### config.mk
export PLATFORM = sky130hd
export DESIGN_NAME = alu_avmm_master
export DESIGN_NICKNAME = d
export VERILOG_FILES = /design/src/rtl/alu_avmm_master.sv
export SDC_FILE = /design/constraint.sdc
export NUM_CORES = 1
export LEC_CHECK = 0
export BUFFER_PORTS_ARGS = -buffer_cell sky130_fd_sc_hd__buf_4
export CORE_MARGIN = 1
export CORE_UTILIZATION = 25
export CTS_BUF_LIST = sky130_fd_sc_hd__clkbuf_8
export CTS_CLUSTER_DIAMETER = 60
export CTS_CLUSTER_SIZE = 12
export DETAILED_ROUTE_END_ITERATION = 10
export GPL_ROUTABILITY_DRIVEN = 1
export GPL_TIMING_DRIVEN = 0
export PLACE_DENSITY = 0.46
export SLEW_MARGIN = 25
export SYNTH_ARGS = -nofsm -noshare
export SYNTH_HDL_FRONTEND = slang
export SYNTH_SLANG_ARGS = --single-unit
### constraint.sdc
create_clock -name clk -period 4 [get_ports clk]
set_clock_uncertainty 0.2 [all_clocks]
set_input_delay 0.4 -clock clk [delete_from_list [all_inputs] [get_ports clk]]
set_output_delay 0.4 -clock clk [all_outputs]
set_load 0.03 [all_outputs]
### src/rtl/alu_avmm_master.sv
// alu_avmm_master: Avalon-MM master that runs one ALU job at a time.
// A job is three writes (operand A, operand B, operator), a fixed settle
// time, one read of the result, then a valid/ready response.
//
// state    | meaning
// ---------+-----------------------------------------------------------
// ST_IDLE  | cmd_ready high, waiting for a job
// ST_WR_A  | writing operand A
// ST_WR_B  | writing operand B
// ST_WR_OP | writing operator, which triggers the slave
// ST_WAIT  | settle time, WAIT_CYCLES cycles, no strobes
// ST_RD    | reading result register, captured on the closing edge
// ST_RSP   | rsp_valid high, result held until rsp_ready
module alu_avmm_master #(
    parameter logic [2:0] ADDR_OPA    = 3'd0,
    parameter logic [2:0] ADDR_OPB    = 3'd1,
    parameter logic [2:0] ADDR_OPR    = 3'd2,
    parameter logic [2:0] ADDR_RES    = 3'd3,
    parameter int         WAIT_CYCLES = 2
) (
    input  logic        clk,
    input  logic        rst_n,
    input  logic        cmd_valid,
    output logic        cmd_ready,
    input  logic [15:0] cmd_opa,
    input  logic [15:0] cmd_opb,
    input  logic [3:0]  cmd_op,
    output logic        rsp_valid,
    input  logic        rsp_ready,
    output logic [31:0] rsp_result,
    output logic [3:0]  rsp_op,
    output logic [2:0]  avm_address,
    output logic [31:0] avm_write_data,
    output logic        avm_write,
    output logic        avm_read,
    input  logic [31:0] avm_read_data,
    output logic        busy,
    output logic [15:0] jobs_done
);

    // The slave latches its trigger on the operator write and updates the
    // result one edge later, so at least one idle cycle is mandatory.
    generate
        if (WAIT_CYCLES < 1) begin : g_bad_wait
            $error("alu_avmm_master: WAIT_CYCLES must be at least 1");
        end
    endgenerate

    localparam int CNT_W = (WAIT_CYCLES > 1) ? $clog2(WAIT_CYCLES) : 1;
    localparam logic [CNT_W-1:0] CNT_LOAD = CNT_W'(WAIT_CYCLES - 1);

    typedef enum logic [2:0] {
        ST_IDLE,
        ST_WR_A,
        ST_WR_B,
        ST_WR_OP,
        ST_WAIT,
        ST_RD,
        ST_RSP
    } state_t;

    state_t           state;
    logic [CNT_W-1:0] wait_cnt;
    logic [15:0]      opb_q;
    logic [3:0]       op_q;

    // Sequencer: bus strobes are set up one edge ahead so they are registered
    // and valid for the whole cycle of the state they belong to.
    always_ff @(posedge clk or negedge rst_n) begin
        if (!rst_n) begin
            state          <= ST_IDLE;
            wait_cnt       <= '0;
            opb_q          <= '0;
            op_q           <= '0;
            avm_address    <= '0;
            avm_write_data <= '0;
            avm_write      <= 1'b0;
            avm_read       <= 1'b0;
            rsp_valid      <= 1'b0;
            rsp_result     <= '0;
            rsp_op         <= '0;
            jobs_done      <= '0;
        end else begin
            avm_address    <= '0;
            avm_write_data <= '0;
            avm_write      <= 1'b0;
            avm_read       <= 1'b0;
            case (state)
                ST_IDLE: begin
                    if (cmd_valid) begin
                        opb_q          <= cmd_opb;
                        op_q           <= cmd_op;
                        avm_write      <= 1'b1;
                        avm_address    <= ADDR_OPA;
                        avm_write_data <= {16'd0, cmd_opa};
                        state          <= ST_WR_A;
                    end
                end
                ST_WR_A: begin
                    avm_write      <= 1'b1;
                    avm_address    <= ADDR_OPB;
                    avm_write_data <= {16'd0, opb_q};
                    state          <= ST_WR_B;
                end
                ST_WR_B: begin
                    avm_write      <= 1'b1;
                    avm_address    <= ADDR_OPR;
                    avm_write_data <= {28'd0, op_q};
                    state          <= ST_WR_OP;
                end
                ST_WR_OP: begin
                    wait_cnt <= CNT_LOAD;
                    state    <= ST_WAIT;
                end
                ST_WAIT: begin
                    if (wait_cnt == '0) begin
                        avm_read    <= 1'b1;
                        avm_address <= ADDR_RES;
                        state       <= ST_RD;
                    end else begin
                        wait_cnt <= wait_cnt - 1'b1;
                    end
                end
                ST_RD: begin
                    rsp_result <= avm_read_data;
                    rsp_op     <= op_q;
                    rsp_valid  <= 1'b1;
                    state      <= ST_RSP;
                end
                ST_RSP: begin
                    if (rsp_ready) begin
                        rsp_valid <= 1'b0;
                        jobs_done <= jobs_done + 16'd1;
                        state     <= ST_IDLE;
                    end
                end
                default: state <= ST_IDLE;
            endcase
        end
    end

    assign cmd_ready = (state == ST_IDLE);
    assign busy      = (state != ST_IDLE);

endmodule

After elaboration in Yosys (flattened, before gate mapping)

Cells that the tools add are included.

Bits of input ports: 72
Word-level logic and storage cells: 48
Bits in registers: 114
Output and inout bits: 92

Equal/unequal tests: 9
Multiplexer cells: 16
Add/sub/neg operators: 2
Reduce and logical (&&, ||, !) cells: 9

Operator list:

| cell                                                 | number |
|---|---|
| one-hot mux 16 bit (3 select lines)                  | 1 |
| one-hot mux 3 bit (7 select lines)                   | 1 |
| adder 16 x 1 -> 16 bit (second input constant)       | 1 |
| 2-to-1 mux 16 bit                                    | 1 |
| equality test 3 bit (second input constant)          | 3 |
| 2-to-1 mux 3 bit                                     | 3 |
| equality test 3 x 2 -> 1 bit (second input constant) | 2 |
| inequality test 2 bit (second input constant)        | 3 |
| one-hot mux 1 bit (2 select lines)                   | 3 |
| one-hot mux 2 bit (3 select lines)                   | 1 |
| AND reduction 2 bit                                  | 3 |
| 2-to-1 mux 1 bit                                     | 5 |
| nonzero test 2 bit                                   | 2 |
| equality test 3 x 1 -> 1 bit (second input constant) | 1 |
| zero test 3 bit                                      | 1 |
| AND reduction 3 bit                                  | 1 |
| nonzero test 3 bit                                   | 1 |
| 2-to-1 mux 2 bit                                     | 1 |
| OR reduction 2 bit                                   | 1 |
| subtractor 1 bit (second input constant)             | 1 |

Depth between registers and ports, before layout

Gate-level depths: netlist of the first run.

Depth after elaboration: 3
Mapped depth: 7
Mapped depth without buffers: 5

Least setup slack after synthesis of the first run

No wires, ideal clock.

Path kind: register to register
Start: register state[2]
End: register opb_q[10]
Setup time: 0.127 ns
Data arrival time: 1.798 ns
Required time: 3.673 ns
Clock period less this slack: 2.126 ns
Path slack: 1.874 ns
Stages on the path, launching flop included: 7
Buffers on the path: 2
Cell sequence: dfrtp_1 -> or3_4 -> inv_2 -> and2_1 -> buf_4 -> buf_6 -> mux2_1

Longest elaborated chain between the ends: 2

RTL lines:

| what                          | RTL line | RTL |
|---|---|---|
| start: declaration            | 62       | `state_t state;` |
| start signal: assignment      | 71       | `state <= ST_IDLE;` |
| start signal: assignment      | 96       | `state <= ST_WR_A;` |
| start signal: assignment      | 103      | `state <= ST_WR_B;` |
| zero test 3 bit               | -        |  |
| via cmd_ready                 | 24       | `output logic cmd_ready,` |
| AND reduction 2 bit (no line) | -        |  |
| end signal: assignment        | 91       | `opb_q <= cmd_opb;` |
| end: declaration              | 64       | `logic [15:0] opb_q;` |

The timed path passes the listed nets, and every way through them passes these cells.
A chain may end at the register's enable or synchronous reset.

Worst setup path in the final report of the first run

Start: register state[0]
End: register avm_write_data[10]

Longest elaborated chain between the ends: 2
Elaborated cells between the ends (all ways): 4
Those cells by class: 2 x eq/ne; 1 x mux; 1 x reduce/logical

RTL lines:

| what                                                 | RTL line | RTL |
|---|---|---|
| equality test 3 x 2 -> 1 bit (tied with other cells) | 88       | `case (state)` |
| one-hot mux 16 bit (3 select lines) (*)              | 88       |  |
| end signal: assignment                               | 95       | `avm_write_data <= {16'd0, cmd_opa};` |
| end signal: assignment                               | 102      | `avm_write_data <= {16'd0, opb_q};` |
| end signal: assignment                               | 108      | `avm_write_data <= {28'd0, op_q};` |
| end: declaration                                     | 33       | `output logic [31:0] avm_write_data,` |

Every way passes the cells marked *; elsewhere a longest branch is shown, timed or not.

==> metrics.txt, run 1 <==
grt met1 use=0.146; first-pass GRT wire length=approximately 15000 µm; worst reg2reg setup slack=~1.9 ns; CTS Root Buffer Type=clkbuf_8; Hold Violations, Final=0; Ys Warns=0; IO Pins=roughly 160; Mapped Avg Cell Area=between 10 and 15 µm²; reg-to-reg endpoint=avm_write_data[10]; first drt pass iteration count=6; layout cells sized above 1=0.420; Die Y=between 100 and 150 µm; Clk Latency, worst-skew pair=between 0.3 and 0.4 ns; P_leak=about 0.0027 µW; gr usage total=0.119; Die Span X=127 µm; most area-consuming cells after synthesis=dfrtp_1, mux2_1, buf_4; Setup crit start=state[0]; M2 GR Usage=0.192; IO Port Bufs=approximately 150; Setup Buffers After CTS=0; gr busiest metal=met2; NetSw=1670 µW; worst setup margin=1.88 ns; post-route ant nets=0; nets@finish=between 500 and 600; Post-Layout Inst Area=about 5500 µm²; WP data required=slightly above 4 ns; M3 GR Usage=0.0283; Initial Util=0.256; Area growth, synth to finish=41.4%; final-report setup violation count=0; fin crit share=0.530; Layout fillers=roughly 1500; type of destination of the critical path=register; Synth top area share=0.623; sequential power share=0.390; DRC errors left=0; dominant cell type by area after synthesis=dfrtp_1; min Tclk post-route=between 2 and 2.5 ns; vias in the first global route=~2700; Congestion Overflow GR=0; Clk pwr share=0.157; Max Slew Vio Count=0; Diodes inserted=0; pwr dens=around 750 nW/µm²; Int Pwr=around 2500 µW; die area=approximately 16000 µm²; Rel. slew slack=0.389; unrepaired setup endpoints after global routing=no; post-synthesis sequential area ratio=0.623; CP endpoint=avm_write_data[10]; Final TNS setup=0 ns; WS Path Type=reg -> reg; Worst-Margin Slew=approximately 0.9 ns; Clock transition at path regs=approximately 0.1 ns; Synth Instances=about 280; #FFs+latches synth=97; number of buffers created by CTS=9; status=finished clean; area post-placement=5290 µm²; largest net degree at the start of global routing=slightly below 100; wirelength, routed=9300 µm; CTS tree=yes; r2r startpoint=state[0]; final core utilization=0.362; HP Class=in -> reg; depth of the most critical reg-to-reg path=5; core area=15200 µm²; Fmax=between 0.4 and 0.5 GHz; via count=2701; max cap viols=0; CTS Sinks=97; Worst Path Max Fanout=10; Post-Synthesis Cell Area=between 3000 and 4000 µm²; CP startpoint kind=register; Placement Setup Slack=between 1.5 and 2 ns; H-tree depth=3; number of distinct library cells after synthesis=34; 1st-iter DRT viols=131; Combinational Power Share=0.453; Critical Path AT=around 2.2 ns; initial antenna violation count=0; CTS max path bufs=2; row count=45; detailed-route wire length per cell=approximately 14 µm; GP Congestion=about 0.7; detailed placement HPWL=about 6600 µm; VDD IR-drop max=~310 µV; detailed-route vias per instance=around 4.2; Net Sw Frac=0.404
routing by layer:
layer	vias to the layer above	part of all wire	routed length (µm)
met5	-	0	0
met4	0	0.020	188
met3	10	0.060	561
met2	99	0.49	4520
met1	1306	0.43	4020
li1	1286	-	-
sequential cells by signal, summed over array words and instances (netlist names):
register	flops
jobs_done	16
avm_read	1
wait_cnt	1
opb_q	16
avm_address	2
op_q	4
avm_write_data	16
state	3
rsp_op	4
rsp_result	32
rsp_valid	1
avm_write	1
power by group through the flow:
stage               clock network, µW  registers, µW  logic, µW
floorplan                           0           2160        618
global placement                    0           1620       1890
detailed placement                  0           1630       1900
CTS                               686           1610       1910
global route                      725           1670       2000
finish                            649           1610       1870
cell usage in the layout, fill, tap and decap left out, types with 3 or more instances in the layout:
master,instances
clkbuf_8,10
nor3_1,3
buf_6,3
conb_1,17
nand4_1,6
nor2_1,6
buf_2,7
a22o_1,12
mux2_1,56
nand2_1,13
a222oi_1,4
xnor2_1,11
dfrtp_1,97
o21ai_0,6
inv_1,8
xor2_1,4
buf_4,163
stage by stage:
stage	std cells	hold WS (ns)	power (µW)
finish	645	0.0356	4130
global route	645	0.00695	4390
CTS	645	0.00207	4210
detailed placement	627	0.274	3540
global placement	627	0.265	3510
floorplan	293	-0.0956	2780
worst max-delay path, stage by stage (launching register included):
cell,delay (ns)
dfrtp_1,0.38
clkbuf_1,0.30
nand2b_1,0.15
nor2_1,0.51
buf_2,0.34
a22o_1,0.18
layout make-up:
type / instances / area (µm²) / share of cell area
sequential: 97 / 2430 / 0.441
multi-input combinational: 159 / 1300 / 0.235
timing repair buffer: 148 / 1120 / 0.203
tap: 188 / 235 / 0.0427
buffer: 29 / 200 / 0.0364
clock buffer: 10 / 138 / 0.0250
clock inverter: 6 / 58.8 / 0.0107
inverter: 8 / 30.0 / 0.00545
worst min path at each step:
stage	slack, ns	cells after the start	startpoint	end
finish	0.04	2	avm_read_data[25]	rsp_result[25]
detailed placement	0.27	2	rsp_valid	rsp_valid
CTS	0.002	2	avm_read_data[25]	rsp_result[25]
global placement	0.26	1	jobs_done[15]	jobs_done[15]
floorplan	-0.1	0	rst_n	avm_address[0]
global route	0.007	2	avm_read_data[3]	rsp_result[3]
synthesized netlist by cell type:
master    number
a21oi_1        1
a222oi_1       4
a22o_1        12
and2_1         2
and3_1         2
and4_1         1
and4b_1        1
buf_2          7
buf_4         18
buf_6          2
clkbuf_1       2
conb_1         1
dfrtp_1       97
ha_1           1
inv_1          7
inv_2          1
mux2_1        56
nand2_1       13
nand2b_1       2
nand3_1        2
nand3b_1       1
nand4_1        6
nand4b_4       1
nor2_1         6
nor3_1         3
o21ai_0        6
o21ai_1        2
o31ai_1        1
or3_1          1
or3_4          1
or4_4          1
or4b_1         1
xnor2_1       11
xor2_1         4
cells by family after synthesis:
family	count (synthesis)	share of synthesized area
flops	97	0.623
mux	56	0.162
simple gates	44	0.0668
buf+inv	37	0.0591
compound gates	26	0.0508
xor+xnor	15	0.0337
fa+ha+maj	1	0.00321
other cells	1	0.000963
timing repair:
action / CTS / global route
gates resized for setup: 0 / 0
hold buffers: 2 / 0
endpoints found under the hold margin: 98 / 0
No activity file was read; power rests on OpenSTA's default activity.
==> inputs of run 2 (changes only) <==
==> constraint.sdc (replaced) <==
create_clock -name clk -period 2.1 [get_ports clk]
set_clock_uncertainty 0.2 [all_clocks]
set_input_delay 0.21 -clock clk [delete_from_list [all_inputs] [get_ports clk]]
set_output_delay 0.21 -clock clk [all_outputs]
set_load 0.03 [all_outputs]
==> run 2 against run 1 <==
Count of clock-buffer cells in the layout is the same; first-iteration DRC count is 3.1% higher; combinational power grew 100%; highest routed layer unchanged; largest cell class unchanged; cell area up 14%; via count up 11%; sequential power increased by 90%; critical path type unchanged; die area is the same; core utilization up 5.0 points; power grew 95%.
==> metrics.txt, run 2 (synthesis gave the netlist of run 1 again) <==
number of buffers created by CTS=9 (unchanged); gr usage total=0.127 (+0.00858); family with the most delay on the worst path=simple AND/OR/NAND/NOR gates; Critical Path AT=2.08 ns (-0.15 ns); CTS Sinks=97 (unchanged); wirelength, routed=9920 µm (+6.7%); Fmax=0.492 GHz (+4.3%); Area growth, synth to finish=60.9%; Max Slew Vio Count=0 (unchanged); largest net degree at the start of global routing=98 (unchanged); Congestion Overflow GR=0 (unchanged); post-route ant nets=0 (unchanged); Critical-path top delay cell=dfrtp_1; critical-path cell list=or3_4, inv_4, and2_1, buf_6, buf_8, mux2_1; final-report setup violation count=0 (unchanged); Die Span X=127 µm (unchanged); Placed Cells=627 (unchanged); HP Class=in -> async; Final Instance Count excl. Fillers=715 (+11%); max cap viols=0 (unchanged); most flop-heavy register=rsp_result; type of destination of the critical path=register; row count=45 (unchanged); min Tclk post-route=2.03 ns (-0.0873 ns); H-tree depth=3 (unchanged); commonest cells after routing, fill and taps aside=buf_4, dfrtp_1, dlygate4sd3_1; Crit path largest cell delay=0.44 ns (-0.07 ns); Layout fillers=1471 (-1.8%); detailed placement HPWL=6500 µm (-2.1%); max reg flops=32 (unchanged); detailed-route vias per instance=4.21 (+0.53%); unrepaired setup endpoints after global routing=no; Hold Violations, Final=0 (unchanged); overall power=8050 µW (+95%); P_leak=0.00306 µW (+12%); Post-Layout Inst Area=6260 µm² (+14%); most common cell after layout, fill and taps aside=buf_4; core area=15200 µm² (unchanged); area post-placement=5290 µm² (about the same); Initial Util=0.256 (unchanged); 1st-iter DRT viols=135 (+3.1%); die area=16100 µm² (unchanged); Clk Latency, worst-skew pair=0.36 ns (about the same); Clock transition at path regs=0.09 ns (about the same); CTS tree=yes; Worst Path Max Fanout=10 (unchanged); first-pass GRT wire length=15700 µm (+8.0%); IO Pins=164 (unchanged); IO Port Bufs=146 (unchanged); CP startpoint kind=register; fin crit share=0.968 (+0.438); first drt pass iteration count=4 (-2); pwr dens=1290 nW/µm² (+71%); nets@finish=597 (+14%); status=finished clean; CTS Root Buffer Type=clkbuf_8; via count=3010 (+11%); VDD IR-drop max=630 µV (+100%); Buf/Inv on CP=3 (+1); Diodes inserted=0 (unchanged); DRC errors left=0 (unchanged); Die Y=127 µm (unchanged); vias in the first global route=3003 (+13%); detailed-route wire length per cell=13.9 µm (-3.7%); layout cells sized above 1=0.370 (-0.0501); GP Congestion=0.699 (-0.33%); WP data required=2.14 ns (-1.97 ns); initial antenna violation count=0 (unchanged); CTS max path bufs=2 (unchanged); Final TNS setup=0 ns (unchanged); WS Path Type=reg -> reg
==> run 2: worst paths after layout <==
path,startpoint,end,slack (ns),depth (start not counted)
hold / removal,rst_n,jobs_done[15],0.14,2
min in group clk,jobs_done[15],jobs_done[15],0.28,1
setup / recovery,state[1],opb_q[12],0.07,6
hold reg to reg,jobs_done[15],jobs_done[15],0.28,1
max in group asynchronous,rst_n,avm_write_data[6],0.94,3
setup reg to reg,state[1],opb_q[12],0.07,6
==> run 2: power breakdown <==
| part | leakage (µW) | total, µW | switching, µW | internal [µW] |
|---|---|---|---|---|
| clock | 0.0000954 | 1200 | 636 | 565 |
| combinational | 0.00177 | 3790 | 2170 | 1620 |
| sequential | 0.00119 | 3060 | 420 | 2640 |
| total | 0.00306 | 8050 | 3220 | 4830 |
==> run 2: layout make-up <==
cell class,instances,area (µm²),area share
inverters,8,32.5,0.00519
plain buffers,29,226,0.0362
multi-input cells,159,1300,0.208
clock inverters,4,46.3,0.00739
well taps,188,235,0.0376
repair buffers,220,1850,0.296
flip-flops and latches,97,2430,0.388
clock buffers,10,138,0.0220
==> run 2: what timing repair did <==
action	in CTS	in global routing
gates resized for setup	7	4
cloned	0	0
buffers inserted	0	2
hold endpoints to repair	169	0
hold buffers	71	0
setup endpoints to repair	53	53
==> run 2: metal layers <==
metal  vias up  part of all wire  global-route usage
li1       1422                 -                   -
met1      1465              0.44               0.161
met2       111              0.48               0.200
met3        12             0.060              0.0354
met4         0             0.019              0.0644
met5         -                 0                   0
==> run 2: stage by stage <==
stage | setup WS, ns | hold WS (ns) | util
6_report | 0.0674 | 0.143 | 0.412
5_1_grt | 0.00863 | 0.164 | 0.412
4_1_cts | 0.00559 | 0.285 | 0.408
3_5_place_dp | -0.0922 | 0.189 | 0.348
3_3_place_gp | -0.0554 | 0.224 | 0.348
2_1_floorplan | 0.0143 | -0.286 | -
==> inputs of run 3 (changes only) <==
--- a/config.mk
+++ b/config.mk
@@ -5,6 +5,7 @@
 export SDC_FILE = /design/constraint.sdc
 export NUM_CORES = 1
 export LEC_CHECK = 0
+export ABC_AREA = 1
 export BUFFER_PORTS_ARGS = -buffer_cell sky130_fd_sc_hd__buf_4
 export CORE_MARGIN = 1
 export CORE_UTILIZATION = 25
@@ -15,6 +16,7 @@
 export GPL_ROUTABILITY_DRIVEN = 1
 export GPL_TIMING_DRIVEN = 0
 export PLACE_DENSITY = 0.46
+export RECOVER_POWER = 100
 export SLEW_MARGIN = 25
 export SYNTH_ARGS = -nofsm -noshare
 export SYNTH_HDL_FRONTEND = slang
==> constraint.sdc (replaced) <==
create_clock -name clk -period 2.1 [get_ports clk]
set_clock_uncertainty 0.2 [all_clocks]
set_input_delay 0.21 -clock clk [delete_from_list [all_inputs] [get_ports clk]]
set_output_delay 0.21 -clock clk [all_outputs]
set_load 0.05 [all_outputs]
==> run 3 against run 2 <==
Worst setup slack improved by 0.093 ns; final cell count rose by 20%; non-clock buffer count fell by 4; critical endpoint is now rsp_result[11]; highest routed layer unchanged.
==> metrics.txt, run 3 <==
worst reg2reg setup slack=0.16 ns (+0.09 ns); Setup Buffers After CTS=0 (unchanged); core area=15900 µm² (+4.5%); Post-Synthesis Cell Area=4060 µm² (+4.1%); fin crit share=0.923 (-0.0444); CTS Hold Bufs=71 (unchanged); Die Span X=129 µm (+2.0%); DR WL met2=4740 µm (-0.67%); ys flop type=dfrtp_1; most area-consuming cells after synthesis=dfrtp_1, mux2_2, nand2_1; most flop-heavy register=rsp_result; die area=16700 µm² (+4.1%); Rel. slew slack=0.0868; IO Port Bufs=146 (unchanged); Critical Path AT=1.98 ns (-0.10 ns); post-synthesis sequential area ratio=0.599 (-0.0248); largest net degree at the start of global routing=98 (unchanged); GP Congestion=0.764 (+9.4%); Worst Path Max Fanout=10 (unchanged); Placement Setup Slack=0.233 ns (+0.325 ns); #FFs+latches synth=97 (unchanged); min Tclk post-route=1.94 ns (-0.0933 ns); Initial Util=0.255 (-0.000854); number of distinct library cells after synthesis=28 (-18%); max cap viols=0 (unchanged); first drt pass iteration count=4 (unchanged); DRT met1 WL=4980 µm (+14%); P_leak=0.00289 µW (-5.4%); HP Class=reg -> reg; reg-to-reg endpoint=rsp_result[11]; pwr dens=1360 nW/µm² (+5.6%); WL met3=768 µm (+30%); detailed placement HPWL=7270 µm (+12%); CTS Sinks=97 (unchanged); vias in the first global route=3367 (+12%); highest metal used=met4; Critical-path top delay cell=clkbuf_1; IO Pins=164 (unchanged); Diodes inserted=0 (unchanged); critical-path cell list=inv_1, nand3_1, clkbuf_1, mux2_2; CTS tree=yes; post-route ant nets=0 (unchanged); Crit path largest cell delay=0.46 ns (+0.02 ns); WP data required=2.14 ns (about the same); Clock transition at path regs=0.09 ns (about the same); Worst-Margin Slew=~1.4 ns; Die Y=129 µm (+2.0%); Commonest cells post-synth=dfrtp_1, nand2_1, inv_1; async set-reset flop share out of synthesis=1.00 (unchanged); status=finished clean; Synth Instances=392 (+42%); post-CTS resize count=0 (-7); Congestion Overflow GR=0 (unchanged); H-tree depth=3 (unchanged); r2r startpoint=state[1]; Placed Cells=770 (+23%); family with the most delay on the worst path=buffers and inverters; Max Slew Vio Count=0 (unchanged); Hold Violations, Final=0 (unchanged); Ys Warns=0 (unchanged); CTS max path bufs=2 (unchanged); WS Path Type=reg -> reg; hold path start=rsp_valid; 1st-iter DRT viols=85 (-37%); VDD IR-drop max=760 µV (+21%); dominant cell type by area after synthesis=dfrtp_1; Final Instance Count excl. Fillers=856 (+20%); gr usage total=0.130 (+0.00295); DRC errors left=0 (unchanged); Area growth, synth to finish=49.3%; wirelength, routed=10700 µm (+7.4%); via count=3406 (+13%); worst setup margin=0.161 ns (+0.0933 ns); Synth top area share=0.599 (-0.0248); max reg flops=32 (unchanged); initial antenna violation count=0 (unchanged); Clk Latency, worst-skew pair=0.36 ns (about the same); final core utilization=0.381 (-0.0310); final-report setup violation count=0 (unchanged); commonest cells after routing, fill and taps aside=dfrtp_1, nand2_1, buf_4; nets@finish=709 (+19%); row count=46 (+2.2%); layout cells sized above 1=0.223 (-0.147); Fmax=0.516 GHz (+4.8%); most common cell after layout, fill and taps aside=dfrtp_1; Critical Path Stages=4 (-2); Buf/Inv on CP=2 (-1); depth of the most critical reg-to-reg path=4 (-2); detailed-route wire length per cell=12.4 µm (-10%); first-pass GRT wire length=16700 µm (+6.5%); CP startpoint kind=register; detailed-route vias per instance=3.98 (-5.5%); Final TNS setup=0 ns (unchanged); type of destination of the critical path=register; count leader, synth=dfrtp_1; unrepaired setup endpoints after global routing=no; CP endpoint=rsp_result[11]; Setup crit start=state[1]; Mapped Avg Cell Area=10.3 µm² (-26%); number of buffers created by CTS=9 (unchanged); Post-synth EDFFs=0 (unchanged); CTS Root Buffer Type=clkbuf_8
-- run 3: changes by cell type after synthesis, moves of 12 or more --
cell,change
mux2_2,+30
inv_1,+35
o21ai_1,+14
mux2_1,-54
a22o_1,-12
nand2_1,+76
o21ai_0,+18
-- run 3: layer usage --
layer | up-vias | GRT usage
li1 | 1704 | -
met4 | 0 | 0.0540
met3 | 11 | 0.0384
met1 | 1578 | 0.168
met2 | 113 | 0.205
met5 | - | 0
-- run 3: worst min path at each step --
stage	end	cells past startpoint
floorplan	avm_address[0]	0
global placement	opb_q[4]	3
detailed placement	avm_write_data[7]	1
CTS	rsp_valid	2
global route	rsp_valid	2
finish	rsp_valid	2
-- run 3: report_power, final --
group          total, µW  switching [µW]  leakage, µW  internal [µW]
combinational       4160            3150      0.00159           1010
clock               1070             629    0.0000905            445
sequential          2990             353      0.00121           2630
-- run 3: kinds of logic after synthesis --
group                      Yosys count  share of synthesized area
adders and majority gates            1                    0.00308
other                                1                   0.000925
AOI/OAI and AO/OA                   48                     0.0654
DFF                                 97                      0.599
xor gates and xnor gates             6                     0.0130
muxes                               32                     0.0889
and+or+nand+nor                    135                      0.143
buffers and inverters               72                     0.0876
-- run 3: area by class of cell --
type                       count  area (µm²)
fill                        1704        9830
sequential                    97        2430
timing repair buffer         217        1530
multi-input combinational    239        1320
tap                          216         270
buffer                        28         183
inverter                      44         165
clock buffer                  10         138
clock inverter                 5        25.0
-- run 3: worst min-delay path, delay by kind of cell (launching register included) --
family / cells / cell delay, ns
DFF: 1 / 0.35
and+or+nand+nor: 2 / 0.10
-- run 3: per-stage QoR --
step	hold slack (ns)	instance area, µm²	power (µW)
floorplan	-0.286	4120	6180
global placement	0.220	5480	7610
detailed placement	0.192	5490	7660
CTS	0.288	6360	8900
global route	0.308	6050	8750
finish	0.280	6050	8220
